### src/rtl/mem_stage.sv
// Memory-access pipeline stage between EXE and WB: collects the data-SRAM
// response, aligns/extends load data and hands {we, waddr, wdata} to WB.
module mem_stage (
  input  logic        clk,
  input  logic        rst,
  output logic        MEM_allow_in,
  input  logic        EXE_MEM_valid,
  input  logic [31:0] EXE_pc,
  input  logic [37:0] EXE_rf,
  input  logic [4:0]  EXE_mem,
  input  logic        data_sram_data_ok,
  input  logic [31:0] data_sram_rdata,
  input  logic        WB_allow_in,
  output logic        MEM_WB_valid,
  output logic [31:0] MEM_pc,
  output logic [37:0] MEM_rf,
  output logic [38:0] MEM_fwd
);

  typedef enum logic [1:0] {
    SZ_BYTE = 2'b00,
    SZ_HALF = 2'b01,
    SZ_WORD = 2'b10
  } size_e;

  typedef struct packed {
    logic        req;
    logic        load;
    logic        sign;
    logic [1:0]  size;
  } mem_ctl_t;

  typedef struct packed {
    logic        we;
    logic [4:0]  waddr;
    logic [31:0] result;
  } rf_t;

  logic        mem_valid;
  logic        resp_got;
  logic [31:0] pc_q;
  logic [31:0] resp_buf;
  rf_t         rf_q;
  mem_ctl_t    mem_q;

  logic        ready_go;
  logic        accept;
  logic        capture;
  logic        load_pending;
  logic [31:0] ld_raw;
  logic [7:0]  ld_byte;
  logic [15:0] ld_half;
  logic [31:0] aligned;
  logic [31:0] wdata;

  assign ready_go     = ~mem_q.req | resp_got | data_sram_data_ok;
  assign MEM_WB_valid = mem_valid & ready_go;
  assign MEM_allow_in = ~mem_valid | (ready_go & WB_allow_in);
  assign accept       = EXE_MEM_valid & MEM_allow_in;
  // A response is parked only when WB stalls; otherwise it is consumed
  // combinationally in the cycle it arrives.
  assign capture      = mem_valid & mem_q.req & ~resp_got & data_sram_data_ok & ~WB_allow_in;

  // NOTE: sequential state uses non-blocking assignments so every register
  // samples pre-edge values regardless of statement order.
  always_ff @(posedge clk or negedge rst) begin
    if (!rst) begin
      mem_valid <= 1'b0;
      resp_got  <= 1'b0;
      pc_q      <= '0;
      rf_q      <= '0;
      mem_q     <= '0;
      resp_buf  <= '0;
    end else begin
      if (MEM_allow_in) begin
        mem_valid <= EXE_MEM_valid;
      end
      // accept and capture are exclusive: capture needs WB stalled, which
      // keeps MEM_allow_in low while an instruction is held.
      if (accept) begin
        pc_q     <= EXE_pc;
        rf_q     <= EXE_rf;
        mem_q    <= EXE_mem;
        resp_got <= 1'b0;
      end else if (capture) begin
        resp_buf <= data_sram_rdata;
        resp_got <= 1'b1;
      end
    end
  end

  // NOTE: every combinational output gets a default first so no path
  // through the case statements can infer a latch.
  always_comb begin
    ld_raw  = resp_got ? resp_buf : data_sram_rdata;
    ld_byte = ld_raw[7:0];
    case (rf_q.result[1:0])
      2'd1:    ld_byte = ld_raw[15:8];
      2'd2:    ld_byte = ld_raw[23:16];
      2'd3:    ld_byte = ld_raw[31:24];
      default: ld_byte = ld_raw[7:0];
    endcase
    ld_half = rf_q.result[1] ? ld_raw[31:16] : ld_raw[15:0];

    aligned = ld_raw;
    case (mem_q.size)
      SZ_BYTE: aligned = {{24{mem_q.sign & ld_byte[7]}}, ld_byte};
      SZ_HALF: aligned = {{16{mem_q.sign & ld_half[15]}}, ld_half};
      default: aligned = ld_raw;
    endcase

    wdata = mem_q.load ? aligned : rf_q.result;
  end

  assign load_pending = mem_valid & mem_q.load & ~ready_go;

  assign MEM_pc  = pc_q;
  assign MEM_rf  = {rf_q.we, rf_q.waddr, wdata};
  assign MEM_fwd = {load_pending, rf_q.we & mem_valid, rf_q.waddr, wdata};

`ifndef SYNTHESIS
  // Responses arrive in request order, so one landing while nothing is
  // waiting for it means the memory side and this stage disagree.
  a_data_ok_expected: assert property (@(posedge clk) disable iff (!rst)
    data_sram_data_ok |-> (mem_valid & mem_q.req & ~resp_got));
`endif

endmodule

### config.mk
export PLATFORM = sky130hd
export DESIGN_NAME = mem_stage
export DESIGN_NICKNAME = d
export VERILOG_FILES = /design/src/rtl/mem_stage.sv
export SDC_FILE = /design/constraint.sdc
export NUM_CORES = 1
export LEC_CHECK = 0
export BUFFER_PORTS_ARGS = -buffer_cell sky130_fd_sc_hd__buf_4
export CAP_MARGIN = 25
export CELL_PAD_IN_SITES_DETAIL_PLACEMENT = 2
export CELL_PAD_IN_SITES_GLOBAL_PLACEMENT = 2
export CORE_UTILIZATION = 25
export DETAILED_ROUTE_END_ITERATION = 8
export GPL_ROUTABILITY_DRIVEN = 0
export GPL_TIMING_DRIVEN = 0
export HOLD_SLACK_MARGIN = 0.12
export PLACE_DENSITY_LB_ADDON = 0.1
export SLEW_MARGIN = 10
export SYNTH_ARGS = -nofsm -noshare
export SYNTH_HDL_FRONTEND = slang
export SYNTH_SLANG_ARGS = --single-unit
### constraint.sdc
create_clock -name clk -period 2.1 [get_ports clk]
set_clock_uncertainty 0.1 [all_clocks]
set_input_delay 0.42 -clock clk [delete_from_list [all_inputs] [get_ports clk]]
set_output_delay 0.42 -clock clk [all_outputs]
set_load 0.02 [all_outputs]
# After elaboration in Yosys (flattened, before gate mapping)
# Index checks and enable logic that the tools add are counted.
# totals
out_inout_bits	111
reg_bits	109
# classes
n_reduce_logical	3
n_eq_ne	4
bitwise	21
n_mux	7
# op_table
cell	n
$mux 32	2
$pmux 32 s2	1
$pmux 8 s3	1
$mux 16	1
$and 1x1->1	12
$not 1->1	6
$eq 2x1->1 const B	2
$eq 2x2->1 const B	2
$or 1x1->1	3
$logic_not 2->1	1
$mux 1	2
$reduce_and 2->1	1
$reduce_bool 2->1	1

# Depth between registers and ports, before layout
# Gate-level depths: netlist of the first run.
# depth
depth_word	8
mapped_depth	8
ltp_nobuf	4

# Worst setup path before layout of the first run
# No wires, ideal clock.
# synth_timing
path_kind	flip-flop to output port
startpoint	register mem_q[0] in the netlist's numbering
endpoint	output port MEM_rf[20]
stages_incl_launch_ff	8
t_required_ns	1.580
arrival_time_ns	2.153
slack_ns	-0.573
n_path_buf	3
path_cell_list	dfrtp_1 buf_2 o21ai_1 buf_2 a21oi_1 a22o_1 a211oi_1 buf_4
# synth_between
elab_chain_len	3
elab_cells_between_ends	4
cone_classes	eq/ne (1); mux (2); reduce/logical (1)
# synth_lines
item	line	text
from (decl)	44	mem_ctl_t mem_q;
from (signal assigned)	83	mem_q <= EXE_mem;
$eq 2x1->1 or $logic_not 2->1 (tied branches)	106	case (mem_q.size)
$pmux 32 s2 (*)	106	
$mux 32 (*)	112	wdata = mem_q.load ? aligned : rf_q.result;
to (decl)	16	output logic [37:0] MEM_rf,
# Mark *: on every way between the ends. The rest lies on a longest branch, timed or not.

# Worst setup path in the final report of the first run
# layout_timing
startpoint	register resp_got
endpoint	output port MEM_rf[15]
# layout_between
elab_chain_len	5
elab_cells_between_ends	6
cone_classes	mux (5); bitwise (1)
# layout_lines
item	line	text
from (decl)	40	logic resp_got;
from (signal assigned)	69	resp_got <= 1'b0;
from (signal assigned)	84	resp_got <= 1'b0;
from (signal assigned)	87	resp_got <= 1'b1;
$mux 32 (*)	95	ld_raw = resp_got ? resp_buf : data_sram_rdata;
$pmux 8 s3	97	case (rf_q.result[1:0])
$and 1x1->1	107	SZ_BYTE: aligned = {{24{mem_q.sign & ld_byte[7]}}, ld_byte};
$pmux 32 s2 (*)	106	
$mux 32 (*)	112	
# Marks and branches as above.

==> impl_metrics.env, run 1 <==
export IMPL_final_max_slew_viol_count=0
export IMPL_path_clk_slew_ps=80
export IMPL_grt_max_degree=68
export IMPL_dieWidth_um=162
export IMPL_wl_um=23000
export IMPL_period_needed_ps=2890
export IMPL_dp_hpwl_um=17600
export IMPL_violations="negative setup slack"
export IMPL_cts_made_buffers=9
export IMPL_drc=0
export IMPL_crit_start="resp_got$_DFFE_PN0P_"
export IMPL_power_total_mw=12.6
export IMPL_clock_fmax_mhz=345
export IMPL_worst_setup_path_start_kind="flop"
export IMPL_vias=5384
export IMPL_whs_ps=161
export IMPL_swShare_pct=40.8
export IMPL_rsz0062_at_grt="yes"
export IMPL_hold_class="input port to flop"
export IMPL_synth_yosys_seq_area_share_pct=42.7
export IMPL_syn_area_per_cell_um2=11.4
export IMPL_finalInstanceArea_um2=9940
export IMPL_async_reset_ff_share_pct=100
export IMPL_core_um2=25100
export IMPL_crit_path_end_kind="output pin"
export IMPL_dp_cells=1112
export IMPL_die_area_um2=26200
export IMPL_ys_seq_elements=109
export IMPL_grt_pass1_wl_um=35500
export IMPL_wl_per_cell_um=20.0
export IMPL_synth_area_leaders="dfrtp_1 43%, mux2_2 24%, buf_4 5.8%, mux2i_1 3.8%, nor2_1 2.4%"
export IMPL_path_max_fanout=8
export IMPL_clockBufferDepth=2
export IMPL_cp_required_ps=1580
export IMPL_seqPwrFrac_pct=25.4
export IMPL_grt_pass1_vias=6090
export IMPL_gr_total_overflow=0
export IMPL_area_growth_pct=55.7
export IMPL_cts_tree="done"
export IMPL_antenna_found_initial=0
export IMPL_ys_warn_count=0
export IMPL_die_y_um=162
export IMPL_path_class="flop to output pin"
export IMPL_ios=223
export IMPL_yosys_most_used_dff="dfrtp_1"
export IMPL_hold_violations=0
export IMPL_clockRootBuffer="clkbuf_16"
export IMPL_hold_path_startpoint="EXE_MEM_valid"
export IMPL_p_leak_nw=4.37
export IMPL_relSlewSlack_pct=70.1
export IMPL_vias_per_cell=4.67
export IMPL_tightest_slew_ps=448
export IMPL_synth_distinct_cells=37
export IMPL_drive_above_1_share_pct=70.1
export IMPL_layout_commonest_cell="buf_4"
export IMPL_layout_setup_ws_ps=-795
export IMPL_num_antenna_cells=0
export IMPL_cts_sinks=109
export IMPL_synth_nets=671
export IMPL_vdd_drop_max_uv=413
export IMPL_finalSetupTns_ps=-43830
export IMPL_antenna_left=0
export IMPL_drt_pass1_iter_count=4
export IMPL_synth_area_leader_cell="dfrtp_1"
export IMPL_status="finished with violations"
export IMPL_num_rows=58
export IMPL_fin_nets=930
export IMPL_clockPowerShare_pct=13.8
export IMPL_final_cell_mix="261 x buf_4, 129 x mux2_2, 105 x dfrtp_1, 44 x buf_6, 37 x nor2_1"
export IMPL_p_int_mw=7.49
export IMPL_portBuffers=222
export IMPL_synth_top_cell_area_share_pct=42.7
export IMPL_dr_first_iter_drc_count=125
export IMPL_clk_latency_ps=360
export IMPL_setup_viol=65
export IMPL_dpl_cell_area_um2=8740
export IMPL_arrival_ps=2370
export IMPL_finalCritPeriodShare_pct=138
export IMPL_r2r_slack_ps=60
export IMPL_comb_power_share_pct=60.7
export IMPL_r2r_start="resp_got$_DFFE_PN0P_"
export IMPL_power_density_nw_per_um2=1270
export IMPL_h_tree_depth=3
export IMPL_initial_core_util_pct=25.4
export IMPL_maxCapViolCount=0
export IMPL_grtUsageTotal_pct=17.9
export IMPL_netlist_instances=559
export IMPL_syn_area_um2=6380
export IMPL_fin_cells=1153
export IMPL_p_switching_mw=5.16
export IMPL_synth_edf_count=0
state kept, by name, indices dropped and copies added (netlist names):
name,flops
MEM_fwd,5
MEM_pc,32
MEM_rf,1
mem_q,5
mem_valid,1
resp_buf,32
resp_got,1
rf_q,32
repair_timing:
action | in CTS | in global routing
cloned | 1 | 0
setup buffers | 16 | 8
resized for setup | 108 | 52
pin swaps | 18 | 5
hold buffers | 1 | 0
setup endpoints to repair | 131 | 148
hold endpoints to repair | 42 | 0
synthesized netlist by cell type, drive strengths merged (4+ instances only):
cell      n
buf      71
o21ai    10
a22oi     8
a22o     16
and3     16
clkbuf   15
nor2     42
dfrtp   109
a211oi   23
mux2    138
nor3b     4
mux2i    24
nand2b    4
nor2b    12
nand2    19
a31oi    16
a21oi    17
per-stage QoR:
step / setup WS [ps] / utilization, %
final: -795 / 39.6
after global routing: -860 / 39.6
after CTS: -779 / 38.4
after detailed placement: -780 / 34.8
after global placement: -762 / 34.7
after floorplan: -307 / -
worst paths after layout:
check / endpoint / cells past startpoint
setup / recovery: MEM_rf[15] / 9
hold / removal: mem_valid$_DFFE_PN0N_ / 2
setup reg to reg: resp_buf[13]$_DFFE_PN0P_ / 7
hold reg to reg: resp_buf[18]$_DFFE_PN0P_ / 1
max in group asynchronous: mem_q[1]$_DFFE_PN0P_ / 3
min in group asynchronous: rf_q[21]$_DFFE_PN0P_ / 2
cell families (layout without fill, tap and decap cells):
family	after synthesis	in the layout	synth area share (%)
buffers and inverters	88	352	9.27
muxes	162	162	28.1
AOI/OAI and AO/OA	98	98	11.8
DFF	109	109	42.7
and+or+nand+nor	102	102	8.11
worst max-delay path: stages, from the launching register on:
cell	delay [ps]
dfrtp_2	460
buf_6	160
mux2i_4	200
o32ai_4	310
buf_6	160
o211ai_4	90
buf_12	170
a31oi_4	190
buf_4	140
buf_4	130
power groups by stage:
stage	clock, mW	combinational [mW]	sequential, mW
final	1.75	7.68	3.21
after global routing	1.90	8.15	3.30
after CTS	1.83	7.36	3.19
after detailed placement	0	6.61	3.20
after global placement	0	6.48	3.15
after floorplan	0	4.18	3.24
layout make-up:
cell class	count	area, um2
Fill cell	2670	15200
Multi-Input combinational cell	362	3740
Inverter	2	7.51
Buffer	85	727
Tap cell	330	413
Timing Repair Buffer	249	2030
Sequential cell	109	2730
Clock inverter	6	65.1
Clock buffer	10	229
layer usage:
layer | up-vias | part of all wire, % | GRT usage (%)
met5 | - | 0 | 0
met4 | 0 | 0.96 | 3.64
met3 | 15 | 5.6 | 4.47
met2 | 135 | 52 | 31.5
met1 | 2757 | 41 | 22.0
li1 | 2477 | - | -
No activity file was read; power rests on OpenSTA's default activity.
==> run 2: changes to the inputs <==
--- a/config.mk
+++ b/config.mk
@@ -10,6 +10,7 @@
 export CELL_PAD_IN_SITES_DETAIL_PLACEMENT = 2
 export CELL_PAD_IN_SITES_GLOBAL_PLACEMENT = 2
 export CORE_UTILIZATION = 25
+export CTS_BUF_LIST = sky130_fd_sc_hd__clkbuf_8
 export DETAILED_ROUTE_END_ITERATION = 8
 export GPL_ROUTABILITY_DRIVEN = 0
 export GPL_TIMING_DRIVEN = 0
==> run 2 against run 1 <==
  * The flow still finishes with violations (negative setup slack)
  * Total power up 2.8%
  * Clock-buffer cell count shrank 1
  * Final area rose by 7.6%
  * Global-route usage grew 0.27 points
  * Sequential cell count unchanged
  * First-iteration DRC count fell by 0.80%
  * Clock power shrank 24%
  * Combinational power increased by 9.8%
  * Die area stayed put
  * Hold slack lost 22 ps
  * Largest cell class unchanged
  * Highest routed layer unchanged
==> impl_metrics.env, run 2 (synthesized netlist as in run 1, its figures left out) <==
export IMPL_fillers=2601
export IMPL_hold_violations=0
export IMPL_dieWidth_um=162
export IMPL_num_rows=58
export IMPL_path_class="flop to output pin"
export IMPL_dr_first_iter_drc_count=124
export IMPL_p_leak_nw=4.61
export IMPL_clockRootBuffer="clkbuf_8"
export IMPL_finalCritPeriodShare_pct=140
export IMPL_r2r_worst_path_cells=7
export IMPL_clk_latency_ps=400
export IMPL_drt_pass1_iter_count=4
export IMPL_grt_max_degree=68
export IMPL_area_growth_pct=67.5
export IMPL_fin_cells=1192
export IMPL_hold_class="input port to flop"
export IMPL_final_cell_mix="231 x buf_4, 134 x mux2_2, 105 x dfrtp_1, 71 x buf_6, 36 x nor2_1"
export IMPL_worst_setup_path_start_kind="flop"
export IMPL_path_buf_inv=5
export IMPL_wl_um=24200
export IMPL_layout_setup_ws_ps=-850
export IMPL_final_max_slew_viol_count=0
export IMPL_dp_cells=1112
export IMPL_path_cells="buf_12, mux2i_4, o32ai_4, buf_6, o211ai_4, buf_12, a31oi_4, buf_6, buf_6"
export IMPL_clock_fmax_mhz=339
export IMPL_drc=0
export IMPL_cp_top_family="buffers and inverters"
export IMPL_arrival_ps=2430
export IMPL_vdd_drop_max_uv=459
export IMPL_power_total_mw=13.0
export IMPL_fin_nets=968
export IMPL_slowest_delay_ps=470
export IMPL_drive_above_1_share_pct=70.3
export IMPL_path_clk_slew_ps=120
export IMPL_core_um2=25100
export IMPL_r2r_slack_ps=50
export IMPL_tightest_slew_ps=511
export IMPL_initial_core_util_pct=25.4
export IMPL_crit_start="resp_got$_DFFE_PN0P_"
export IMPL_antenna_left=0
export IMPL_period_needed_ps=2950
export IMPL_hold_path_startpoint="EXE_rf[10]"
export IMPL_die_y_um=162
export IMPL_cts_tree="done"
export IMPL_grt_pass1_wl_um=36100
export IMPL_slowest_stage="dfrtp_2"
export IMPL_antenna_found_initial=1
export IMPL_r2r_end="resp_buf[27]$_DFFE_PN0P_"
export IMPL_layout_commonest_cell="buf_4"
export IMPL_wl_per_cell_um=20.3
export IMPL_crit_path_end_kind="output pin"
export IMPL_path_max_fanout=8
export IMPL_portBuffers=222
export IMPL_dp_hpwl_um=17600
export IMPL_grtUsageTotal_pct=18.2
export IMPL_setup_viol=65
export IMPL_h_tree_depth=3
export IMPL_ios=223
export IMPL_status="finished with violations"
export IMPL_vias=5570
export IMPL_cts_made_buffers=9
export IMPL_cp_required_ps=1580
export IMPL_critPathMostFrequentCell="buf_6"
export IMPL_vias_per_cell=4.67
export IMPL_violations="negative setup slack"
export IMPL_hold_end="rf_q[10]$_DFFE_PN0P_"
export IMPL_grt_pass1_vias=6246
export IMPL_relSlewSlack_pct=65.9
export IMPL_gr_total_overflow=0
export IMPL_finalSetupTns_ps=-46840
export IMPL_die_area_um2=26200
export IMPL_maxCapViolCount=0
export IMPL_cts_sinks=109
export IMPL_r2r_start="resp_got$_DFFE_PN0P_"
export IMPL_rsz0062_at_grt="yes"
export IMPL_power_density_nw_per_um2=1220
export IMPL_clockBufferDepth=2
export IMPL_whs_path_depth=2
run 2: stage by stage:
stage                     instance area, um2  setup WS (ps)  hold slack (ps)  util, %
after floorplan                         6630           -307             24.4        -
after global placement                  8710           -762              384     34.7
after detailed placement                8740           -780              283     34.8
after CTS                               9970           -851              121     39.7
after global routing                   10700           -929              124     42.6
final                                  10700           -850              139     42.6
run 2: power breakdown:
| group | switching (mW) | total (mW) | leakage, nW | internal, mW |
|---|---|---|---|---|
| registers | 0.490 | 3.23 | 1.28 | 2.74 |
| clock network | 0.869 | 1.33 | 0.102 | 0.464 |
| logic | 4.02 | 8.43 | 3.23 | 4.41 |
run 2: how the worst max path moves through the flow:
stage                 end  slack, ps  cells past startpoint
4_1_cts        MEM_rf[14]       -850                      8
3_3_place_gp   MEM_rf[28]       -760                      8
2_1_floorplan  MEM_rf[21]       -310                      7
6_report       MEM_rf[13]       -850                      9
3_5_place_dp   MEM_rf[27]       -780                      8
5_1_grt        MEM_rf[27]       -930                      9
run 2: worst register-to-register path, delay by kind of cell, from the launching register on:
kind                   cells  cell delay [ps]
muxes                      1              360
DFF                        1              470
buffers and inverters      4              650
and+or+nand+nor            2              360
run 2: repair_timing:
action,CTS,global route
hold buffers,32,0
cloned,1,2
setup buffers,15,15
setup endpoints to repair,131,169
hold endpoints to repair,73,0
resized for setup,132,108
pin swaps,26,30
run 2: layout make-up:
type / instances / area [um2] / area share (%)
Antenna cell: 1 / 2.50 / 0.0234
Buffer: 84 / 821 / 7.68
Clock buffer: 9 / 124 / 1.16
Clock inverter: 7 / 68.8 / 0.644
Inverter: 2 / 7.51 / 0.0702
Multi-Input combinational cell: 362 / 3990 / 37.3
Sequential cell: 109 / 2730 / 25.6
Tap cell: 330 / 413 / 3.86
Timing Repair Buffer: 288 / 2530 / 23.7
run 2: per-layer routing:
metal  up-vias  global-route usage [%]  wire, um
met4         0                    3.82       249
met1      2859                    22.2      9970
met5         -                       0         0
li1       2557                       -         -
met3        16                    4.65      1340
met2       138                    32.0     12600
==> run 3: changes to the inputs <==
--- a/config.mk
+++ b/config.mk
@@ -5,13 +5,13 @@
 export SDC_FILE = /design/constraint.sdc
 export NUM_CORES = 1
 export LEC_CHECK = 0
-export BUFFER_PORTS_ARGS = -buffer_cell sky130_fd_sc_hd__buf_4
 export CAP_MARGIN = 25
 export CELL_PAD_IN_SITES_DETAIL_PLACEMENT = 2
 export CELL_PAD_IN_SITES_GLOBAL_PLACEMENT = 2
 export CORE_UTILIZATION = 25
 export CTS_BUF_LIST = sky130_fd_sc_hd__clkbuf_8
 export DETAILED_ROUTE_END_ITERATION = 8
+export DONT_BUFFER_PORTS = 1
 export GPL_ROUTABILITY_DRIVEN = 0
 export GPL_TIMING_DRIVEN = 0
 export HOLD_SLACK_MARGIN = 0.12
==> run 3 against run 2 <==
  * Highest routed layer unchanged
  * Utilization is 2.4 points lower
  * Total power is 9.5% lower
  * Worst setup slack better by 14 ps
  * The run ends with negative hold slack, negative setup slack left
==> impl_metrics.env, run 3 (synthesized netlist as in run 1, its figures left out) <==
export IMPL_period_needed_ps=2940
export IMPL_rsz0062_at_grt="yes"
export IMPL_fin_nets=831
export IMPL_layout_commonest_cell="dlygate4sd3_1"
export IMPL_clockRootBuffer="clkbuf_8"
export IMPL_clockBufferDepth=2
export IMPL_relSlewSlack_pct=66.3
export IMPL_path_class="flop to output pin"
export IMPL_core_um2=25100
export IMPL_portBuffers=0
export IMPL_dp_cells=889
export IMPL_final_cell_mix="108 x dlygate4sd3_1, 105 x dfrtp_1, 100 x mux2_2, 46 x buf_6, 41 x nor2_1"
export IMPL_p_leak_nw=4.06
export IMPL_utilization_pct=40.2
export IMPL_cp_top_family="compound AO/OA/AOI/OAI gates"
export IMPL_grt_max_degree=110
export IMPL_drt_pass1_iter_count=5
export IMPL_use_met3_pct=4.60
export IMPL_fin_cells=1054
export IMPL_drc=0
export IMPL_dieWidth_um=162
export IMPL_finalCritPeriodShare_pct=140
export IMPL_met1_usage_pct=22.5
export IMPL_arrival_ps=2420
export IMPL_wl_per_cell_um=23.1
export IMPL_path_clk_slew_ps=130
export IMPL_num_antenna_cells=0
export IMPL_dr_first_iter_drc_count=146
export IMPL_cts_sinks=109
export IMPL_hold_class="input port to async pin"
export IMPL_use_met2_pct=30.8
export IMPL_clk_latency_ps=390
export IMPL_die_area_um2=26200
export IMPL_cp_required_ps=1580
export IMPL_r2r_start="resp_got$_DFFE_PN0P_"
export IMPL_cts_tree="done"
export IMPL_final_max_slew_viol_count=0
export IMPL_r2r_worst_path_cells=9
export IMPL_whs_ps=-388
export IMPL_slowest_delay_ps=460
export IMPL_vdd_drop_max_uv=353
export IMPL_grtUsageTotal_pct=18.0
export IMPL_antenna_left=0
export IMPL_critPathMostFrequentCell="buf_6"
export IMPL_clock_fmax_mhz=341
export IMPL_crit_path_end_kind="output pin"
export IMPL_path_buf_inv=3
export IMPL_area_growth_pct=58.1
export IMPL_h_tree_depth=3
export IMPL_multi_input_area_um2=4110
export IMPL_drive_above_1_share_pct=52.8
export IMPL_place_ws_ps=-829
export IMPL_setup_viol=111
export IMPL_wl_um=24300
export IMPL_ios=223
export IMPL_grt_pass1_wl_um=35000
export IMPL_dp_hpwl_um=15800
export IMPL_worst_setup_path_start_kind="flop"
export IMPL_path_cells="buf_8, mux2i_4, o32ai_4, nor2_4, buf_6, a211oi_4, buf_6"
export IMPL_hold_violations=109
export IMPL_vias_per_cell=4.84
export IMPL_grt_pass1_vias=5742
export IMPL_antenna_found_initial=0
export IMPL_cts_made_buffers=9
export IMPL_tightest_slew_ps=504
export IMPL_status="finished with violations"
export IMPL_r2r_end="resp_buf[7]$_DFFE_PN0P_"
export IMPL_gr_total_overflow=0
export IMPL_power_density_nw_per_um2=1170
export IMPL_power_total_mw=11.8
export IMPL_maxCapViolCount=0
export IMPL_ctsHoldBuffers=108
export IMPL_finalSetupTns_ps=-45830
export IMPL_layout_setup_ws_ps=-836
export IMPL_path_max_fanout=6
export IMPL_fillers=2547
export IMPL_violations="negative hold slack, negative setup slack"
export IMPL_initial_core_util_pct=25.4
export IMPL_num_rows=58
export IMPL_finalInstanceArea_um2=10100
export IMPL_grt_busiest_layer="met2"
export IMPL_r2r_slack_ps=-100
export IMPL_die_y_um=162
export IMPL_vias=5105
export IMPL_slowest_stage="dfrtp_2"
export IMPL_regArea_um2=2730
export IMPL_dpl_cell_area_um2=7040
run 3: cell types whose count changed in the layout (fill, tap and decap cells not counted), moves of 25 or more:
cell	before	now
dlygate4sd3_1	32	108
mux2_2	134	100
buf_4	231	32
mux2_4	4	38
buf_6	71	46
run 3: how the worst max path moves through the flow:
stage / from / to / slack, ps / cells after the start
after floorplan: resp_got$_DFFE_PN0P_ / MEM_rf[21] / -310 / 7
after global placement: resp_got$_DFFE_PN0P_ / MEM_rf[9] / -840 / 8
after detailed placement: resp_got$_DFFE_PN0P_ / MEM_rf[9] / -830 / 8
after CTS: resp_got$_DFFE_PN0P_ / MEM_rf[30] / -890 / 7
after global routing: resp_got$_DFFE_PN0P_ / MEM_rf[31] / -950 / 7
final: resp_got$_DFFE_PN0P_ / MEM_rf[31] / -840 / 7
run 3: metal layers:
metal	routed length, um	share of wire (%)
met1	10600	43
met2	12200	50
met3	1300	5.3
met4	306	1.3
met5	0	0
run 3: report_power, final:
group	total, mW	internal, mW	switching [mW]
Clock	1.37	0.500	0.866
Sequential	3.43	2.74	0.685
Combinational	6.97	3.42	3.55
run 3: what timing repair did:
| action | 4_1_cts | 5_1_grt |
|---|---|---|
| gates resized for setup | 143 | 131 |
| hold endpoints to repair | 217 | 109 |
| pin swaps | 34 | 22 |
| gates cloned | 4 | 7 |
| buffers inserted | 21 | 12 |
| endpoints found under the setup margin | 133 | 173 |
run 3: final cells by class:
cell class / instances / share of cell area [%]
Multi-Input combinational cell: 362 / 40.7
Sequential cell: 109 / 27.1
Timing Repair Buffer: 150 / 16.9
Buffer: 85 / 9.21
Tap cell: 330 / 4.09
Clock buffer: 10 / 1.36
Clock inverter: 6 / 0.620
Inverter: 2 / 0.0744
